--- src/rtl/riscv_mc_pkg.sv ---
// Shared encodings for the multicycle RISC-V control unit: FSM states,
// opcodes and datapath select / ALU codes.
package riscv_mc_pkg;

    localparam int unsigned STATE_W  = 4;
    localparam int unsigned OP_W     = 7;
    localparam int unsigned FUNCT3_W = 3;
    localparam int unsigned ALUCTL_W = 3;
    localparam int unsigned SEL_W    = 2;

    typedef enum logic [STATE_W-1:0] {
        S_FETCH    = 4'd0,
        S_DECODE   = 4'd1,
        S_MEMADR   = 4'd2,
        S_MEMREAD  = 4'd3,
        S_MEMWB    = 4'd4,
        S_MEMWRITE = 4'd5,
        S_EXECUTER = 4'd6,
        S_EXECUTEI = 4'd7,
        S_ALUWB    = 4'd8,
        S_BEQ      = 4'd9,
        S_JAL      = 4'd10
    } state_e;

    localparam logic [OP_W-1:0] OP_LOAD  = 7'b0000011;
    localparam logic [OP_W-1:0] OP_STORE = 7'b0100011;
    localparam logic [OP_W-1:0] OP_RTYPE = 7'b0110011;
    localparam logic [OP_W-1:0] OP_ITYPE = 7'b0010011;
    localparam logic [OP_W-1:0] OP_JAL   = 7'b1101111;
    localparam logic [OP_W-1:0] OP_BEQ   = 7'b1100011;

    localparam logic [SEL_W-1:0] ALUOP_ADD   = 2'b00;
    localparam logic [SEL_W-1:0] ALUOP_SUB   = 2'b01;
    localparam logic [SEL_W-1:0] ALUOP_FUNCT = 2'b10;

    localparam logic [ALUCTL_W-1:0] ALU_ADD = 3'b000;
    localparam logic [ALUCTL_W-1:0] ALU_SUB = 3'b001;
    localparam logic [ALUCTL_W-1:0] ALU_AND = 3'b010;
    localparam logic [ALUCTL_W-1:0] ALU_OR  = 3'b011;
    localparam logic [ALUCTL_W-1:0] ALU_SLT = 3'b101;

    localparam logic [SEL_W-1:0] RES_ALUOUT    = 2'b00;
    localparam logic [SEL_W-1:0] RES_DATA      = 2'b01;
    localparam logic [SEL_W-1:0] RES_ALURESULT = 2'b10;

    localparam logic [SEL_W-1:0] SRCA_PC    = 2'b00;
    localparam logic [SEL_W-1:0] SRCA_OLDPC = 2'b01;
    localparam logic [SEL_W-1:0] SRCA_RS1   = 2'b10;

    localparam logic [SEL_W-1:0] SRCB_RS2  = 2'b00;
    localparam logic [SEL_W-1:0] SRCB_IMM  = 2'b01;
    localparam logic [SEL_W-1:0] SRCB_FOUR = 2'b10;

    localparam logic [SEL_W-1:0] IMM_I = 2'b00;
    localparam logic [SEL_W-1:0] IMM_S = 2'b01;
    localparam logic [SEL_W-1:0] IMM_B = 2'b10;
    localparam logic [SEL_W-1:0] IMM_J = 2'b11;

    // Immediate format depends only on the opcode, independent of state.
    function automatic logic [SEL_W-1:0] imm_src_of(input logic [OP_W-1:0] op);
        case (op)
            OP_STORE: return IMM_S;
            OP_BEQ:   return IMM_B;
            OP_JAL:   return IMM_J;
            default:  return IMM_I;
        endcase
    endfunction

endpackage

--- src/rtl/alu_decoder.sv ---
// Maps the FSM's ALUOp plus instruction funct fields to an ALU operation.
module alu_decoder
    import riscv_mc_pkg::*;
(
    input  logic [SEL_W-1:0]    alu_op,
    input  logic [FUNCT3_W-1:0] funct3,
    input  logic                op5,
    input  logic                funct7,
    output logic [ALUCTL_W-1:0] alu_control
);

    always_comb begin
        alu_control = ALU_ADD;
        case (alu_op)
            ALUOP_ADD: alu_control = ALU_ADD;
            ALUOP_SUB: alu_control = ALU_SUB;
            ALUOP_FUNCT: begin
                case (funct3)
                    // Only R-type (op[5]=1) can encode sub; addi ignores funct7.
                    3'b000:  alu_control = (op5 & funct7) ? ALU_SUB : ALU_ADD;
                    3'b010:  alu_control = ALU_SLT;
                    3'b110:  alu_control = ALU_OR;
                    3'b111:  alu_control = ALU_AND;
                    default: alu_control = ALU_ADD;
                endcase
            end
            default: alu_control = ALU_ADD;
        endcase
    end

endmodule

--- src/rtl/multicycle_control_unit.sv ---
// Moore-style control FSM for a multicycle RISC-V core; the state register
// is the only storage, all control outputs decode from state and opcode.
module multicycle_control_unit
    import riscv_mc_pkg::*;
(
    input  logic                clk,
    input  logic                reset,
    input  logic [OP_W-1:0]     op,
    input  logic [FUNCT3_W-1:0] funct3,
    input  logic                funct7,
    input  logic                Zero,
    output logic                PCWrite,
    output logic                AdrSrc,
    output logic                MemWrite,
    output logic                IRWrite,
    output logic                RegWrite,
    output logic [SEL_W-1:0]    ResultSrc,
    output logic [SEL_W-1:0]    ALUSrcA,
    output logic [SEL_W-1:0]    ALUSrcB,
    output logic [SEL_W-1:0]    ImmSrc,
    output logic [ALUCTL_W-1:0] ALUControl,
    output logic [STATE_W-1:0]  state
);

    state_e           state_q;
    state_e           state_d;
    logic             pc_update;
    logic             branch;
    logic             mem_write_s;
    logic             ir_write_s;
    logic             reg_write_s;
    logic [SEL_W-1:0] alu_op;

    always_ff @(posedge clk or posedge reset) begin
        if (reset) state_q <= S_FETCH;
        else       state_q <= state_d;
    end

    // Next-state and per-state control decode.
    always_comb begin
        state_d     = state_q;
        pc_update   = 1'b0;
        branch      = 1'b0;
        mem_write_s = 1'b0;
        ir_write_s  = 1'b0;
        reg_write_s = 1'b0;
        AdrSrc      = 1'b0;
        ResultSrc   = RES_ALUOUT;
        ALUSrcA     = SRCA_PC;
        ALUSrcB     = SRCB_RS2;
        alu_op      = ALUOP_ADD;
        case (state_q)
            S_FETCH: begin
                ir_write_s = 1'b1;
                ALUSrcB    = SRCB_FOUR;
                ResultSrc  = RES_ALURESULT;
                pc_update  = 1'b1;
                state_d    = S_DECODE;
            end
            S_DECODE: begin
                ALUSrcA = SRCA_OLDPC;
                ALUSrcB = SRCB_IMM;
                case (op)
                    OP_LOAD, OP_STORE: state_d = S_MEMADR;
                    OP_RTYPE:          state_d = S_EXECUTER;
                    OP_ITYPE:          state_d = S_EXECUTEI;
                    OP_JAL:            state_d = S_JAL;
                    OP_BEQ:            state_d = S_BEQ;
                    default:           state_d = S_FETCH;
                endcase
            end
            S_MEMADR: begin
                ALUSrcA = SRCA_RS1;
                ALUSrcB = SRCB_IMM;
                state_d = (op == OP_LOAD) ? S_MEMREAD : S_MEMWRITE;
            end
            S_MEMREAD: begin
                AdrSrc  = 1'b1;
                state_d = S_MEMWB;
            end
            S_MEMWB: begin
                ResultSrc   = RES_DATA;
                reg_write_s = 1'b1;
                state_d     = S_FETCH;
            end
            S_MEMWRITE: begin
                AdrSrc      = 1'b1;
                mem_write_s = 1'b1;
                state_d     = S_FETCH;
            end
            S_EXECUTER: begin
                ALUSrcA = SRCA_RS1;
                alu_op  = ALUOP_FUNCT;
                state_d = S_ALUWB;
            end
            S_EXECUTEI: begin
                ALUSrcA = SRCA_RS1;
                ALUSrcB = SRCB_IMM;
                alu_op  = ALUOP_FUNCT;
                state_d = S_ALUWB;
            end
            S_ALUWB: begin
                reg_write_s = 1'b1;
                state_d     = S_FETCH;
            end
            S_BEQ: begin
                ALUSrcA = SRCA_RS1;
                alu_op  = ALUOP_SUB;
                branch  = 1'b1;
                state_d = S_FETCH;
            end
            S_JAL: begin
                ALUSrcA   = SRCA_OLDPC;
                ALUSrcB   = SRCB_FOUR;
                pc_update = 1'b1;
                state_d   = S_ALUWB;
            end
            default: state_d = S_FETCH;
        endcase
    end

    // Write enables are held off for as long as reset is asserted.
    assign PCWrite  = ~reset & (pc_update | (branch & Zero));
    assign IRWrite  = ~reset & ir_write_s;
    assign RegWrite = ~reset & reg_write_s;
    assign MemWrite = ~reset & mem_write_s;
    assign ImmSrc   = imm_src_of(op);
    assign state    = state_q;

    alu_decoder u_alu_decoder (
        .alu_op      (alu_op),
        .funct3      (funct3),
        .op5         (op[5]),
        .funct7      (funct7),
        .alu_control (ALUControl)
    );

endmodule
--- config.mk ---
export PLATFORM = sky130hd
export DESIGN_NAME = multicycle_control_unit
export DESIGN_NICKNAME = d
export VERILOG_FILES = /design/src/rtl/riscv_mc_pkg.sv /design/src/rtl/alu_decoder.sv /design/src/rtl/multicycle_control_unit.sv
export SDC_FILE = /design/constraint.sdc
export NUM_CORES = 1
export LEC_CHECK = 0
export ABC_CLOCK_PERIOD_IN_PS = 4800
export CAP_MARGIN = 10
export CELL_PAD_IN_SITES_DETAIL_PLACEMENT = 0
export CELL_PAD_IN_SITES_GLOBAL_PLACEMENT = 1
export CORE_UTILIZATION = 27
export CTS_BUF_LIST = sky130_fd_sc_hd__clkbuf_4 sky130_fd_sc_hd__clkbuf_8
export DETAILED_ROUTE_END_ITERATION = 8
export PLACE_DENSITY_LB_ADDON = 0.1
export SETUP_SLACK_MARGIN = 0.2
export SKIP_CTS_REPAIR_TIMING = 1
export SLEW_MARGIN = 5
export SYNTH_ARGS = -nofsm -noshare
export SYNTH_HDL_FRONTEND = slang
export SYNTH_SLANG_ARGS = --single-unit
export TNS_END_PERCENT = 1
--- constraint.sdc ---
create_clock -name clk -period 4.8 [get_ports clk]
set_clock_uncertainty 0.2 [all_clocks]
set_input_delay 1.44 -clock clk [delete_from_list [all_inputs] [get_ports clk]]
set_output_delay 1.44 -clock clk [all_outputs]
set_load 0.03 [all_outputs]
==> metrics, run 1 <==
outcome=finished clean; syn nets=90; Gate Count Post-Synth=74; fraction of registers with async set/reset=100.0%; total grt overflow=0; multiplexer share of the synthesized area=0%; IO Port Bufs=33; Reg power frac=20.5%; Die Width=47.26 µm; crit end category=output port; CTS Sinks=4; Core Rows=16; top cells by area, synth=dfrtp_1, inv_1, and4bb_2; Post-Synth Simple-Gate Area=43.89%; Max Slew Vio Count=0; post-synthesis adder-cell area fraction=4.525%; Yosys reg bits=4; die height=47.26 µm; final worst slack=0.1355 ns; total track usage=13.65%; Mean Syn Cell Area=7.473 µm²; Area Overhead vs Synth=69.68%; Max clock buf depth=2; switching share of power=47.31%; critical path type=in2out; number of max-cap violations=0; CTS tree=yes; largest net degree at the start of global routing=20; synth warn=0; xor/xnor share of the synthesized area=4.751%; Worst Max-Slew Pin Slew=0.5541 ns; minimum clock period=4.665 ns; Pleak=0.0003681 µW; post-synth top area share=18.10%; Multi-input gate area=402.9 µm²; Power per Cell Area=300.2 nW/µm²; Placement Setup Slack=0.09746 ns; die area=2233 µm²; sequential fraction of the synthesis area=18.10%; WL/cell=11.07 µm; Net Switching=133.3 µW; vias in the first global route=496; Fillers=204; Worst VDD drop=0.2595 mV; initial detailed-routing violation count=2; Seq. cell area=100.1 µm²; Synth cell types=36; Fin Setup TNS=0 ns; CP arrival=3.02 ns; Final Cycle Share=97.18%; first-pass GRT wire length=2187 µm; Max Fclk=214.4 MHz; TritonRoute pass-1 iters=4; Main synth FF type=dfrtp_1; Synth Area in Compound Gates=19.68%; Post-synth EDFFs=0; Clk pwr share=15.2%; initial antenna violation count=0; largest family of logic cells by synthesized area=simple AND/OR/NAND/NOR gates; Worst-path clk slew=0.04 ns; min-delay worst type=reg2reg; CTS Buf Count=3; nets=126; Critical Path RT=3.16 ns; final hold violation count=0; startpoint types=input pin; ANT nets after route=0; Placer Congestion=0.6761; share of layout cells above drive strength 1=10.19%; Vias/cell=4.919; H-tree levels=1; core outline area=1942 µm²; Remaining DRCs=0; Max-slew headroom=63.06%; max FFs per register=4; worst-path fanout max=3; Logic pwr share=64.3%; final setup fails=0; RSZ-0062 raised after global routing=yes; synthesized cell area=553.0 µm²; Int Pwr=148.4 µW; Root Driver=clkbuf_4; Total Wirelength=1495 µm; cell taking the most area after synthesis=dfrtp_1; Initial Util=28.48%; Clock Latency Late Sink=0.24 ns; placed wire-length estimate=1159 µm; I/O pins=34; Ant. Diodes=0; DR vias=664
==> kinds of logic after synthesis <==
| family | count (synthesis) |
|---|---|
| AO/OA/AOI/OAI | 16 |
| flip-flops | 4 |
| AND/OR/NAND/NOR | 37 |
| XOR/XNOR | 3 |
| buffers and inverters | 12 |
| adder cells (fa/ha/maj) | 2 |
==> layout make-up <==
class,instances,share of cell area [%]
Multi-Input combinational cell,58,42.93
Timing Repair Buffer,36,37.60
Inverter,7,2.800
Clock buffer,3,2.400
Sequential cell,4,10.67
Tap cell,27,3.600
==> per-layer routing <==
metal / track usage (%) / up-vias / part of all wire [%] / wire (µm)
li1: - / 346 / - / -
met4: 0 / 0 / 0 / 0
met3: 4.615 / 0 / 4.1 / 62
met1: 19.54 / 301 / 49 / 728
met2: 21.10 / 17 / 47 / 704
met5: 0 / - / 0 / 0
==> worst paths after layout <==
check / depth (start not counted) / end / slack (ns) / from
max: 4 / RegWrite / 0.14 / reset
min: 1 / state[0] / 0.53 / state[2]
max reg2reg: 2 / state[2] / 3.15 / state[1]
min reg2reg: 1 / state[0] / 0.53 / state[2]
min in group asynchronous: 2 / state[1] / 1.27 / reset
max in group asynchronous: 2 / state[3] / 2.96 / reset
==> synthesized netlist by cell type (2+ instances only) <==
cell type,count
o21ai_0,3
dfrtp_1,4
nor2_1,3
a21oi_1,4
ha_1,2
inv_1,7
a31oi_1,2
nor4_1,2
xnor2_1,2
or3_1,2
buf_2,4
and2_1,2
nor3_1,5
nand4_1,2
and4bb_2,2
nand3_1,4
nand2b_1,4
nor3b_1,2
==> stage by stage <==
stage	power (µW)	area [µm²]	hold WS, ns	util (%)	instances
after detailed placement	240.2	913.4	0.5344	47.04	132
after floorplan	161.8	553.0	0.6190	-	74
after CTS	286.1	935.9	0.5315	48.20	135
final	281.7	938.4	0.5287	48.32	135
after global placement	239.8	913.4	0.5373	47.04	132
after global routing	300.0	938.4	0.5888	48.32	135
==> worst max-delay path, cell delays in order <==
cell and delay [ns]:
clkdlybuf4s50_1 0.45, or3_1 0.34, a21oi_1 0.12, clkdlybuf4s50_1 0.68
==> power by group through the flow <==
| stage | combinational (µW) | clock [µW] | sequential (µW) |
|---|---|---|---|
| after floorplan | 109 | 0 | 53.1 |
| after global placement | 182 | 0 | 58.0 |
| after detailed placement | 182 | 0 | 57.7 |
| after CTS | 183 | 44.7 | 58.1 |
| after global routing | 193 | 46.6 | 60.0 |
| final | 181 | 42.8 | 57.7 |
==> placed cells by master (no fill, tap or decap), types with 2 or more instances in the layout <==
cell type	netlist	routed
or3_1	2	2
o21ai_0	3	3
xnor2_1	2	2
nor4_1	2	2
clkbuf_4	0	3
dfrtp_1	4	4
and2_1	2	2
nor3_1	5	5
nor2_1	3	3
a21oi_1	4	4
nand3_1	4	4
a31oi_1	2	2
and4bb_2	2	2
clkdlybuf4s50_1	0	31
buf_4	0	4
nand4_1	2	2
inv_1	7	7
nor3b_1	2	2
ha_1	2	2
nand2b_1	4	4
(Power assumes the default switching activity.)
==> run 2: changes to the inputs <==
--- a/config.mk
+++ b/config.mk
@@ -10,7 +10,7 @@
 export CELL_PAD_IN_SITES_DETAIL_PLACEMENT = 0
 export CELL_PAD_IN_SITES_GLOBAL_PLACEMENT = 1
 export CORE_UTILIZATION = 27
-export CTS_BUF_LIST = sky130_fd_sc_hd__clkbuf_4 sky130_fd_sc_hd__clkbuf_8
+export CTS_BUF_LIST = sky130_fd_sc_hd__clkbuf_2 sky130_fd_sc_hd__clkbuf_4 sky130_fd_sc_hd__clkbuf_8
 export DETAILED_ROUTE_END_ITERATION = 8
 export PLACE_DENSITY_LB_ADDON = 0.1
 export SETUP_SLACK_MARGIN = 0.2
==> results of run 2 <==
The final DEF is identical to that of run 1; final timing and power are the same.
==> run 3: changes to the inputs <==
--- a/config.mk
+++ b/config.mk
@@ -6,11 +6,12 @@
 export NUM_CORES = 1
 export LEC_CHECK = 0
 export ABC_CLOCK_PERIOD_IN_PS = 4800
-export CAP_MARGIN = 10
+export CAP_MARGIN = 20
 export CELL_PAD_IN_SITES_DETAIL_PLACEMENT = 0
 export CELL_PAD_IN_SITES_GLOBAL_PLACEMENT = 1
 export CORE_UTILIZATION = 27
 export CTS_BUF_LIST = sky130_fd_sc_hd__clkbuf_2 sky130_fd_sc_hd__clkbuf_4 sky130_fd_sc_hd__clkbuf_8
+export CTS_CLUSTER_SIZE = 20
 export DETAILED_ROUTE_END_ITERATION = 8
 export PLACE_DENSITY_LB_ADDON = 0.1
 export SETUP_SLACK_MARGIN = 0.2
==> results of run 3 <==
The final DEF is identical to that of run 1; final timing and power are the same.
